File: config.mk
export PLATFORM = sky130hd
export DESIGN_NAME = pipeline_sequencer_flat
export DESIGN_NICKNAME = d
export VERILOG_FILES = /design/src/rtl/pipeline_sequencer_pkg.sv /design/src/rtl/pipeline_sequencer_if.sv /design/src/rtl/pipeline_sequencer_watchdog.sv /design/src/rtl/pipeline_sequencer.sv /design/src/flat_wrapper.sv
export SDC_FILE = /design/constraint.sdc
export NUM_CORES = 1
export LEC_CHECK = 0
export ABC_AREA = 1
export BUFFER_PORTS_ARGS = -buffer_cell sky130_fd_sc_hd__buf_2
export CAP_MARGIN = 20
export CORE_MARGIN = 5
export CORE_UTILIZATION = 52
export CTS_CLUSTER_DIAMETER = 50
export DETAILED_ROUTE_END_ITERATION = 10
export GPL_TIMING_DRIVEN = 0
export PLACE_DENSITY = 0.81
export SETUP_SLACK_MARGIN = 0.3
export SLEW_MARGIN = 20
export SYNTH_ARGS = -nofsm -noshare
export SYNTH_HDL_FRONTEND = slang
export SYNTH_SLANG_ARGS = --single-unit
File: constraint.sdc
create_clock -name clock -period 2.5 [get_ports clock]
set_input_delay 0.375 -clock clock [delete_from_list [all_inputs] [get_ports clock]]
set_output_delay 0.375 -clock clock [all_outputs]
set_load 0.02 [all_outputs]
File: src/rtl/pipeline_sequencer_pkg.sv
//------------------------------------------------------------------------------
// Module : pipeline_pkg
// Brief  : Shared sequencer state encoding and RV32I opcode constants.
// Rev    : 1.0
//------------------------------------------------------------------------------
`default_nettype none

package pipeline_pkg;

    typedef enum logic [1:0] {
        ST_RUN   = 2'd0,
        ST_IWAIT = 2'd1,
        ST_DWAIT = 2'd2,
        ST_HALT  = 2'd3
    } state_t;

    localparam logic [6:0] R_TYPE  = 7'b0110011;
    localparam logic [6:0] I_TYPE  = 7'b0010011;
    localparam logic [6:0] STORE   = 7'b0100011;
    localparam logic [6:0] LOAD    = 7'b0000011;
    localparam logic [6:0] BRANCH  = 7'b1100011;
    localparam logic [6:0] JALR    = 7'b1100111;
    localparam logic [6:0] JAL     = 7'b1101111;
    localparam logic [6:0] AUIPC   = 7'b0010111;
    localparam logic [6:0] LUI     = 7'b0110111;
    localparam logic [6:0] FENCES  = 7'b0001111;
    localparam logic [6:0] SYSCALL = 7'b1110011;

    function automatic logic is_wait_state(input state_t s);
        return (s == ST_IWAIT) || (s == ST_DWAIT);
    endfunction

endpackage

`default_nettype wire

File: src/rtl/pipeline_sequencer_if.sv
//------------------------------------------------------------------------------
// Module : pipeline_sequencer_if
// Brief  : Hazard/handshake inputs and stage control outputs of the sequencer.
// Rev    : 1.0
//------------------------------------------------------------------------------
`default_nettype none

interface pipeline_sequencer_if;
    import pipeline_pkg::*;

    logic   hazard_stall;
    logic   branch_taken;
    logic   imem_ready;
    logic   exe_mem_mem_op;
    logic   dmem_ready;
    logic   wb_syscall;
    logic   resume;

    logic   pc_en;
    logic   if_id_en;
    logic   id_exe_en;
    logic   exe_mem_en;
    logic   mem_wb_en;
    logic   if_id_flush;
    logic   id_exe_flush;
    logic   exe_mem_flush;
    logic   imem_req;
    logic   dmem_req;
    logic   halted;
    logic   mem_timeout;
    state_t state;

    modport master (
        output hazard_stall, branch_taken, imem_ready, exe_mem_mem_op,
               dmem_ready, wb_syscall, resume,
        input  pc_en, if_id_en, id_exe_en, exe_mem_en, mem_wb_en,
               if_id_flush, id_exe_flush, exe_mem_flush,
               imem_req, dmem_req, halted, mem_timeout, state
    );

    modport slave (
        input  hazard_stall, branch_taken, imem_ready, exe_mem_mem_op,
               dmem_ready, wb_syscall, resume,
        output pc_en, if_id_en, id_exe_en, exe_mem_en, mem_wb_en,
               if_id_flush, id_exe_flush, exe_mem_flush,
               imem_req, dmem_req, halted, mem_timeout, state
    );

endinterface

`default_nettype wire

File: src/rtl/pipeline_sequencer_watchdog.sv
//------------------------------------------------------------------------------
// Module : seq_wait_watchdog
// Brief  : Consecutive memory-wait counter with sticky timeout flag.
// Rev    : 1.0
//------------------------------------------------------------------------------
`default_nettype none

module seq_wait_watchdog #(
    parameter int MAX_WAIT = 255
) (
    input  wire logic clock,
    input  wire logic reset,
    input  wire logic i_in_wait,
    input  wire logic i_wait_cond,
    output logic      o_expire,
    output logic      o_timeout
);

    localparam int            c_cw  = $clog2(MAX_WAIT + 1);
    localparam logic [c_cw-1:0] c_max = c_cw'(MAX_WAIT);

    logic [c_cw-1:0] r_cnt;
    logic            r_timeout;

    always_ff @(posedge clock) begin
        if (!reset) begin
            r_cnt <= '0;
        end else if (i_in_wait) begin
            if (r_cnt != c_max) begin
                r_cnt <= r_cnt + c_cw'(1);
            end
        end else begin
            r_cnt <= '0;
        end
    end

    // Fires only while still stuck: a wait that resolves on the limit cycle is not a timeout.
    assign o_expire = i_in_wait && i_wait_cond && (r_cnt == c_max);

    always_ff @(posedge clock) begin
        if (!reset) begin
            r_timeout <= 1'b0;
        end else if (o_expire) begin
            r_timeout <= 1'b1;
        end
    end

    assign o_timeout = r_timeout;

endmodule

`default_nettype wire

File: src/rtl/pipeline_sequencer.sv
//------------------------------------------------------------------------------
// Module : pipeline_sequencer
// Brief  : Stall/flush sequencer for the 5-stage RV32I pipeline.
//          Optional PERF_CNT_EN adds saturating stall/flush counters.
// Rev    : 1.0
//------------------------------------------------------------------------------
`default_nettype none

module pipeline_sequencer
    import pipeline_pkg::*;
#(
    parameter int MAX_WAIT = 255,
    parameter int CNT_W    = 32
) (
    input  wire logic           clock,
    input  wire logic           reset,
    pipeline_sequencer_if.slave bus
`ifdef PERF_CNT_EN
    ,
    output logic [CNT_W-1:0]    stall_cnt,
    output logic [CNT_W-1:0]    flush_cnt
`endif
);

    if ((MAX_WAIT < 1) || (CNT_W < 1)) begin : g_bad_cfg
        $error("pipeline_sequencer: MAX_WAIT and CNT_W must be >= 1");
    end

    state_t r_state;
    state_t w_state_nxt;

    logic w_pc_en, w_if_id_en, w_id_exe_en, w_exe_mem_en, w_mem_wb_en;
    logic w_if_id_flush, w_id_exe_flush, w_exe_mem_flush;
    logic w_imem_req, w_dmem_req, w_halted;
    logic w_dwait, w_wait_cond, w_branch_acc;
    logic w_expire, w_timeout;

    assign w_dwait = bus.exe_mem_mem_op && !bus.dmem_ready;

    always_ff @(posedge clock) begin
        if (!reset) begin
            r_state <= ST_RUN;
        end else begin
            r_state <= w_state_nxt;
        end
    end

    always_comb begin
        w_state_nxt     = r_state;
        w_pc_en         = 1'b0;
        w_if_id_en      = 1'b0;
        w_id_exe_en     = 1'b0;
        w_exe_mem_en    = 1'b0;
        w_mem_wb_en     = 1'b0;
        w_if_id_flush   = 1'b0;
        w_id_exe_flush  = 1'b0;
        w_exe_mem_flush = 1'b0;
        w_imem_req      = 1'b0;
        w_dmem_req      = 1'b0;
        w_halted        = 1'b0;
        w_wait_cond     = 1'b0;
        w_branch_acc    = 1'b0;

        if (!reset) begin
            w_state_nxt     = ST_RUN;
            w_if_id_flush   = 1'b1;
            w_id_exe_flush  = 1'b1;
            w_exe_mem_flush = 1'b1;
        end else if (r_state == ST_HALT) begin
            w_halted = 1'b1;
            if (bus.resume) begin
                w_state_nxt = ST_RUN;
            end
        end else begin
            w_imem_req = 1'b1;
            w_dmem_req = bus.exe_mem_mem_op && (r_state != ST_IWAIT);
            if (w_dwait) begin
                w_wait_cond = 1'b1;
                w_state_nxt = ST_DWAIT;
            end else if (bus.wb_syscall) begin
                // The WB instruction is the oldest in flight, so it halts ahead of an EX redirect.
                w_if_id_flush   = 1'b1;
                w_id_exe_flush  = 1'b1;
                w_exe_mem_flush = 1'b1;
                w_mem_wb_en     = 1'b1;
                w_state_nxt     = ST_HALT;
            end else if (bus.branch_taken) begin
                w_branch_acc   = 1'b1;
                w_pc_en        = 1'b1;
                w_if_id_en     = 1'b1;
                w_id_exe_en    = 1'b1;
                w_exe_mem_en   = 1'b1;
                w_mem_wb_en    = 1'b1;
                w_if_id_flush  = 1'b1;
                w_id_exe_flush = 1'b1;
                w_state_nxt    = ST_RUN;
            end else if (!bus.imem_ready) begin
                w_wait_cond     = 1'b1;
                w_exe_mem_en    = 1'b1;
                w_exe_mem_flush = 1'b1;
                w_mem_wb_en     = 1'b1;
                w_state_nxt     = ST_IWAIT;
            end else if (bus.hazard_stall) begin
                w_id_exe_en    = 1'b1;
                w_id_exe_flush = 1'b1;
                w_exe_mem_en   = 1'b1;
                w_mem_wb_en    = 1'b1;
                w_state_nxt    = ST_RUN;
            end else begin
                w_pc_en      = 1'b1;
                w_if_id_en   = 1'b1;
                w_id_exe_en  = 1'b1;
                w_exe_mem_en = 1'b1;
                w_mem_wb_en  = 1'b1;
                w_state_nxt  = ST_RUN;
            end
            if (w_expire) begin
                w_state_nxt = ST_HALT;
            end
        end
    end

    seq_wait_watchdog #(
        .MAX_WAIT (MAX_WAIT)
    ) u_watchdog (
        .clock       (clock),
        .reset       (reset),
        .i_in_wait   (is_wait_state(r_state)),
        .i_wait_cond (w_wait_cond),
        .o_expire    (w_expire),
        .o_timeout   (w_timeout)
    );

    assign bus.pc_en         = w_pc_en;
    assign bus.if_id_en      = w_if_id_en;
    assign bus.id_exe_en     = w_id_exe_en;
    assign bus.exe_mem_en    = w_exe_mem_en;
    assign bus.mem_wb_en     = w_mem_wb_en;
    assign bus.if_id_flush   = w_if_id_flush;
    assign bus.id_exe_flush  = w_id_exe_flush;
    assign bus.exe_mem_flush = w_exe_mem_flush;
    assign bus.imem_req      = w_imem_req;
    assign bus.dmem_req      = w_dmem_req;
    assign bus.halted        = w_halted;
    assign bus.mem_timeout   = w_timeout;
    assign bus.state         = r_state;

`ifdef PERF_CNT_EN
    logic [CNT_W-1:0] r_stall_cnt;
    logic [CNT_W-1:0] r_flush_cnt;

    always_ff @(posedge clock) begin
        if (!reset) begin
            r_stall_cnt <= '0;
            r_flush_cnt <= '0;
        end else begin
            if (!w_pc_en && (r_state != ST_HALT) && (r_stall_cnt != '1)) begin
                r_stall_cnt <= r_stall_cnt + CNT_W'(1);
            end
            if (w_branch_acc && (r_flush_cnt != '1)) begin
                r_flush_cnt <= r_flush_cnt + CNT_W'(1);
            end
        end
    end

    assign stall_cnt = r_stall_cnt;
    assign flush_cnt = r_flush_cnt;
`endif

endmodule

`default_nettype wire

File: src/flat_wrapper.sv
// flat-port wrapper written by rule: the top's interface ports become plain ports
module pipeline_sequencer_flat import pipeline_pkg::*;
#(
    parameter int MAX_WAIT = 255,
    parameter int CNT_W    = 32
)
  (clock, reset, bus_hazard_stall, bus_branch_taken, bus_imem_ready, bus_exe_mem_mem_op, bus_dmem_ready, bus_wb_syscall, bus_resume, bus_pc_en, bus_if_id_en, bus_id_exe_en, bus_exe_mem_en, bus_mem_wb_en, bus_if_id_flush, bus_id_exe_flush, bus_exe_mem_flush, bus_imem_req, bus_dmem_req, bus_halted, bus_mem_timeout, bus_state);
  pipeline_sequencer_if bus_i ();
  input  wire logic clock;
  input  wire logic reset;
  input wire logic [$bits(bus_i.hazard_stall)-1:0] bus_hazard_stall;
  input wire logic [$bits(bus_i.branch_taken)-1:0] bus_branch_taken;
  input wire logic [$bits(bus_i.imem_ready)-1:0] bus_imem_ready;
  input wire logic [$bits(bus_i.exe_mem_mem_op)-1:0] bus_exe_mem_mem_op;
  input wire logic [$bits(bus_i.dmem_ready)-1:0] bus_dmem_ready;
  input wire logic [$bits(bus_i.wb_syscall)-1:0] bus_wb_syscall;
  input wire logic [$bits(bus_i.resume)-1:0] bus_resume;
  output wire logic [$bits(bus_i.pc_en)-1:0] bus_pc_en;
  output wire logic [$bits(bus_i.if_id_en)-1:0] bus_if_id_en;
  output wire logic [$bits(bus_i.id_exe_en)-1:0] bus_id_exe_en;
  output wire logic [$bits(bus_i.exe_mem_en)-1:0] bus_exe_mem_en;
  output wire logic [$bits(bus_i.mem_wb_en)-1:0] bus_mem_wb_en;
  output wire logic [$bits(bus_i.if_id_flush)-1:0] bus_if_id_flush;
  output wire logic [$bits(bus_i.id_exe_flush)-1:0] bus_id_exe_flush;
  output wire logic [$bits(bus_i.exe_mem_flush)-1:0] bus_exe_mem_flush;
  output wire logic [$bits(bus_i.imem_req)-1:0] bus_imem_req;
  output wire logic [$bits(bus_i.dmem_req)-1:0] bus_dmem_req;
  output wire logic [$bits(bus_i.halted)-1:0] bus_halted;
  output wire logic [$bits(bus_i.mem_timeout)-1:0] bus_mem_timeout;
  output wire logic [$bits(bus_i.state)-1:0] bus_state;
  assign bus_i.hazard_stall = bus_hazard_stall;
  assign bus_i.branch_taken = bus_branch_taken;
  assign bus_i.imem_ready = bus_imem_ready;
  assign bus_i.exe_mem_mem_op = bus_exe_mem_mem_op;
  assign bus_i.dmem_ready = bus_dmem_ready;
  assign bus_i.wb_syscall = bus_wb_syscall;
  assign bus_i.resume = bus_resume;
  assign bus_pc_en = bus_i.pc_en;
  assign bus_if_id_en = bus_i.if_id_en;
  assign bus_id_exe_en = bus_i.id_exe_en;
  assign bus_exe_mem_en = bus_i.exe_mem_en;
  assign bus_mem_wb_en = bus_i.mem_wb_en;
  assign bus_if_id_flush = bus_i.if_id_flush;
  assign bus_id_exe_flush = bus_i.id_exe_flush;
  assign bus_exe_mem_flush = bus_i.exe_mem_flush;
  assign bus_imem_req = bus_i.imem_req;
  assign bus_dmem_req = bus_i.dmem_req;
  assign bus_halted = bus_i.halted;
  assign bus_mem_timeout = bus_i.mem_timeout;
  assign bus_state = bus_i.state;
  pipeline_sequencer #(.MAX_WAIT(MAX_WAIT), .CNT_W(CNT_W)) u_core (.clock(clock), .reset(reset), .bus(bus_i));
endmodule
Word level (Yosys, flattened, before mapping)
Index checks and enable logic that the tools add are counted.

Bits in registers: 11. Output and inout port bits: 14. Word-level logic and storage cells: 73.

Add/subtract/negate cells: 1. Equal/unequal tests: 7. Muxes and demuxes: 55. Reductions and logical operators: 7.

Operator list (count): $mux 1 (49); $mux 2 (6); $add 8x1->8 const B (1); $eq 8x8->1 const B (1); $ne 8x8->1 const B (1); $eq 2x2->1 const B (2); $logic_and 1x1->1 (4); $eq 2x1->1 const B (1); $ne 2x1->1 const B (1); $ne 2x2->1 const B (1); $reduce_and 2->1 (1); $logic_not 1->1 (1); $logic_or 1x1->1 (1).

Depth between registers and ports, before layout
Word-level depth: 10. Depth in mapped cells: 7. Depth with buffers taken out: 7.

By module
Synthesis repeated with hierarchy kept, for this count alone.

Cells, all modules: 119. Area total of the unflattened synthesis: 748.2 um^2.

Modules (own cells, without submodules): seq_wait_watchdog (times used 1, cells each 68, area an instance 460.4 um^2); pipeline_sequencer (times used 1, cells each 51, area an instance 287.8 um^2).

Least setup slack after synthesis
OpenSTA, ideal clock, no wires.

Path type: reg-to-output. Start: register u_core.r_state[0] (netlist: u_core.bus.state[0]). End: output port bus_pc_en. Data arrival time: 1.720 ns. Data required time: 2.125 ns. Path slack: 0.405 ns. Cell stages (with the launch flop): 7. Path buffers: 1. Path through: dfxtp_1 > ha_1 > nor2_4 > nand2_2 > nor3_4 > o21a_1 > buf_4.

Word-level cells in the longest chain between the ends: 3.

Ends and longest elaborated chain: start, declared (RTL line pipeline_sequencer.sv:29) `state_t r_state;`; start signal, assigned (RTL line pipeline_sequencer.sv:44) `r_state <= w_state_nxt;`; $eq 2x2->1 (RTL line pipeline_sequencer.sv:69) `end else if (r_state == ST_HALT) begin`; $mux 1 (2 in series); end, declared (RTL line flat_wrapper.sv:18) `output wire logic [$bits(bus_i.pc_en)-1:0] bus_pc_en;`.

Every way passes these cells.

Worst setup path in the final report
Start: register u_core.r_state[0] (netlist: u_core.bus.state[0]). End: output port bus_pc_en.

Word-level cells in the longest chain between the ends: 3.

Ends and longest elaborated chain: $eq 2x2->1 (RTL line pipeline_sequencer.sv:69); $mux 1 (RTL line pipeline_sequencer.sv:69); $mux 1 (RTL line pipeline_sequencer.sv:64) `if (!reset) begin`.

Every way passes these cells.

==> reports/results.md <==
- **run status** finished, final reports clean
- **Startpoint Class** register
- **destination of the worst hold path** u_core.bus.state[0]
- **share of the cycle needed by the critical path after routing** 0.8191
- **final net count** 143
- **area of the die** 0.002236 mm2
- **maximum root-to-sink buffer count** 2
- **layout cell share with drive strength beyond 1** 0.3000
- **Iteration-0 DRC Markers** 4
- **Ys Warns** 0
- **hold buffer count at CTS** 0
- **Pleak** 0.0004398 uW
- **final slew viol count** 0
- **classification of the worst setup path** reg -> out
- **Synth Cell Area** 723.2 um2
- **pin count of the biggest net entering global routing** 7
- **chip height** 47.29 um
- **Avg Cell Area, Syn** 6.954 um2
- **unrepaired setup endpoints after global routing** no
- **worst slew slack as a fraction of its limit** 0.7984
- **cell area reported after detailed placement** 852.1 um2
- **initial antenna violation count** 0
- **utilization after layout** 0.6750
- **highest net fanout along the worst path** 5
- **hold path startpoint** reset
- **Detailed Route WL** 1.470 mm
- **portion of synthesized cell area occupied by the leading cell type** 0.3045
- **total of endpoints with negative setup slack in the final report** 0
- **count of state elements after synthesis** 11
- **post-route standard cell area excluding fillers** 878.3 um2
- **Horiz. Die Dim** 47.29 um
- **areal power density over the cells** 433.9 mW/mm2
- **Rows** 13
- **slowest cell on the critical path** dfxtp_1
- **setup repair bufs after CTS** 0
- **slew at the pin closest to its max-slew limit** 0.3012 ns
- **worst hold slack** 0.3715 ns
- **leftover overflow at the end of global routing** 0
- **startpoint of the lowest-slack register-to-register path** u_core.u_watchdog.r_cnt[0]
- **maximum clock skew at final layout** 0.0005814 ns
- **Clock Tree Root** clkbuf_4
- **element type at the critical path end** primary output
- **cell count after synthesis** 104
- **worst path arrival time** 1.67 ns
- **Max Cap Violations** 0
- **PostCTS Resize Cnt** 0
- **IO Port Bufs** 22
- **Reg-to-Reg End** u_core.u_watchdog.o_timeout
- **Clock transition at path regs** 0.06 ns
- **Synthesized Nets** 116
- **Fin Setup TNS** 0 ns
- **total core area** 0.001301 mm2
- **total power** 381.1 uW
- **DRT Pass-1 Iters** 4
- **GRT Resource Usage Total** 0.1631
- **via count of the first global-routing pass** 624
- **placed wire-length estimate after detailed placement** 1.235 mm
- **data required time of the worst path** 2.12 ns
- **flop2flop setup slack** 1.16 ns
- **total number of H-tree levels** 1
- **cts bufs inserted** 3
- **peak supply drop** 0.0003728 V
- **first-pass GRT wire length** 2.573 mm
- **Area Overhead vs Synth** 21.45%
- **largest cells by area after synthesis** dfxtp_1 (30%), nand2_1 (11%), nor2_1 (8.8%)
- **Starting Density** 0.5558
- **FF-to-FF path depth** 5
- **via-per-instance ratio** 4.890
- **Post-DRT Antenna Nets** 0
- **min cycle time layout** 2.048 ns
- **I/O pin count** 23
- **routability cong.** 0.9147
- **wire length per cell after detailed routing** 10.14 um
- **cell breakdown of the critical path** ha_1, nor2_4, nand2_2, nor3_4, o21a_1, buf_4, buf_2
- **share of the yosys chip area belonging to registers** 0.3045
- **insertion delay of the later-clocked pin in the worst-skew pair** 0.26 ns
- **DRC Markers** 0
- **number of sinks handled by clock tree synthesis** 11
- **hold-critical path depth** 3
- **Hold Violations, Final** 0
- **class of the worst hold path** in -> reg
- **cell type with the largest total area after synthesis** dfxtp_1
- **highest attainable clock frequency** 0.4884 GHz
- **number of antenna repair diodes** 0
- **TritonCTS clock tree** done
- **via total after detailed routing** 709
- **critical path's largest stage delay** 0.34 ns
- **synth unique cells** 23
==> synthesized netlist by cell type <==
master and count:
a21oi_1 4, buf_4 1, o22ai_1 1, nand2_1 22
inv_2 1, nand3b_1 1, o21bai_1 1, dfxtp_1 11
o21a_1 1, a21oi_2 1, nor2_4 4, o21ai_0 2
nor3_4 1, inv_1 15, nor3b_1 1, nor2_1 17
nor3_1 3, xnor2_1 3, o21ai_1 2, nand3_2 3
nand2_2 3, nand3_1 3, ha_1 3
==> worst max-delay path by stage <==
stage / slack [ns] / end / start / depth (start not counted)
detailed placement: 0.71 / bus_pc_en / u_core.bus.state[0] / 7
finish: 0.45 / bus_pc_en / u_core.bus.state[0] / 7
global route: 0.32 / bus_pc_en / u_core.bus.state[0] / 7
floorplan: 0.40 / bus_pc_en / u_core.bus.state[0] / 6
CTS: 0.43 / bus_pc_en / u_core.bus.state[0] / 7
global placement: 0.75 / bus_pc_en / u_core.bus.state[0] / 7
==> flip-flops by register name (all words and copies together) (netlist names) <==
signal and cells:
u_core.u_watchdog.r_cnt 8, u_core.u_watchdog.o_timeout 1, u_core.bus.state 2
==> logic make-up (layout without fill, tap and decap cells) <==
group | Yosys count | count (layout) | share of synthesized area
flops | 11 | 11 | 0.3045
simple gates | 58 | 58 | 0.4170
compound gates | 12 | 12 | 0.09690
xor+xnor | 3 | 3 | 0.03634
fa+ha+maj | 3 | 3 | 0.05191
buf+inv | 17 | 43 | 0.09342
==> cells in the final DEF (no fill, tap or decap) <==
master / count
o21a_1: 1
dfxtp_1: 11
o21ai_1: 2
nand3_2: 3
nor3_1: 3
nand2_2: 3
inv_1: 15
nand3_1: 3
nand2_1: 22
o22ai_1: 1
o21bai_1: 1
nor3b_1: 1
a21oi_2: 1
o21ai_0: 2
buf_2: 22
nor2_4: 4
clkbuf_4: 3
nor3_4: 1
a21oi_1: 4
nand3b_1: 1
clkbuf_1: 1
xnor2_1: 3
inv_2: 1
ha_1: 3
nor2_1: 17
buf_4: 1
==> area by class of cell <==
cell class | instances | area [um2]
sequential | 11 | 220.2
timing repair buffer | 22 | 110.1
inverter | 16 | 60.06
buffer | 1 | 7.507
fill | 124 | 422.9
tap | 15 | 18.77
multi-input combinational | 76 | 435.4
clock buffer | 4 | 26.28
==> power breakdown <==
part | leakage, uW | internal [uW] | switching (uW)
registers | 0.0000894 | 180 | 4.83
logic | 0.000335 | 29.0 | 52.1
clock network | 0.0000150 | 61.7 | 53.4
==> worst max-delay path, delay by kind of cell (launching register included) <==
| kind | cells | cell delay (ns) |
|---|---|---|
| AND/OR/NAND/NOR | 3 | 0.38 |
| flip-flops | 1 | 0.34 |
| adder cells (fa/ha/maj) | 1 | 0.29 |
| buffers and inverters | 2 | 0.24 |
| AO/OA/AOI/OAI | 1 | 0.15 |
==> metal layers <==
metal  wire length, um  track usage  vias up  part of all wire
met2               762       0.2807       18              0.52
met3               100      0.05747        2             0.068
met5                 0            0        -                 0
li1                  -            -      377                 -
met4                12      0.04972        0            0.0082
met1               594       0.1872      312              0.40
==> per-stage QoR <==
step           instances  worst slack [ns]
2_1_floorplan        104            0.4047
3_3_place_gp         141            0.7524
3_5_place_dp         141            0.7149
4_1_cts              145            0.4253
5_1_grt              145            0.3231
6_report             145            0.4523
Note: power is estimated with default switching activity, not from simulation.
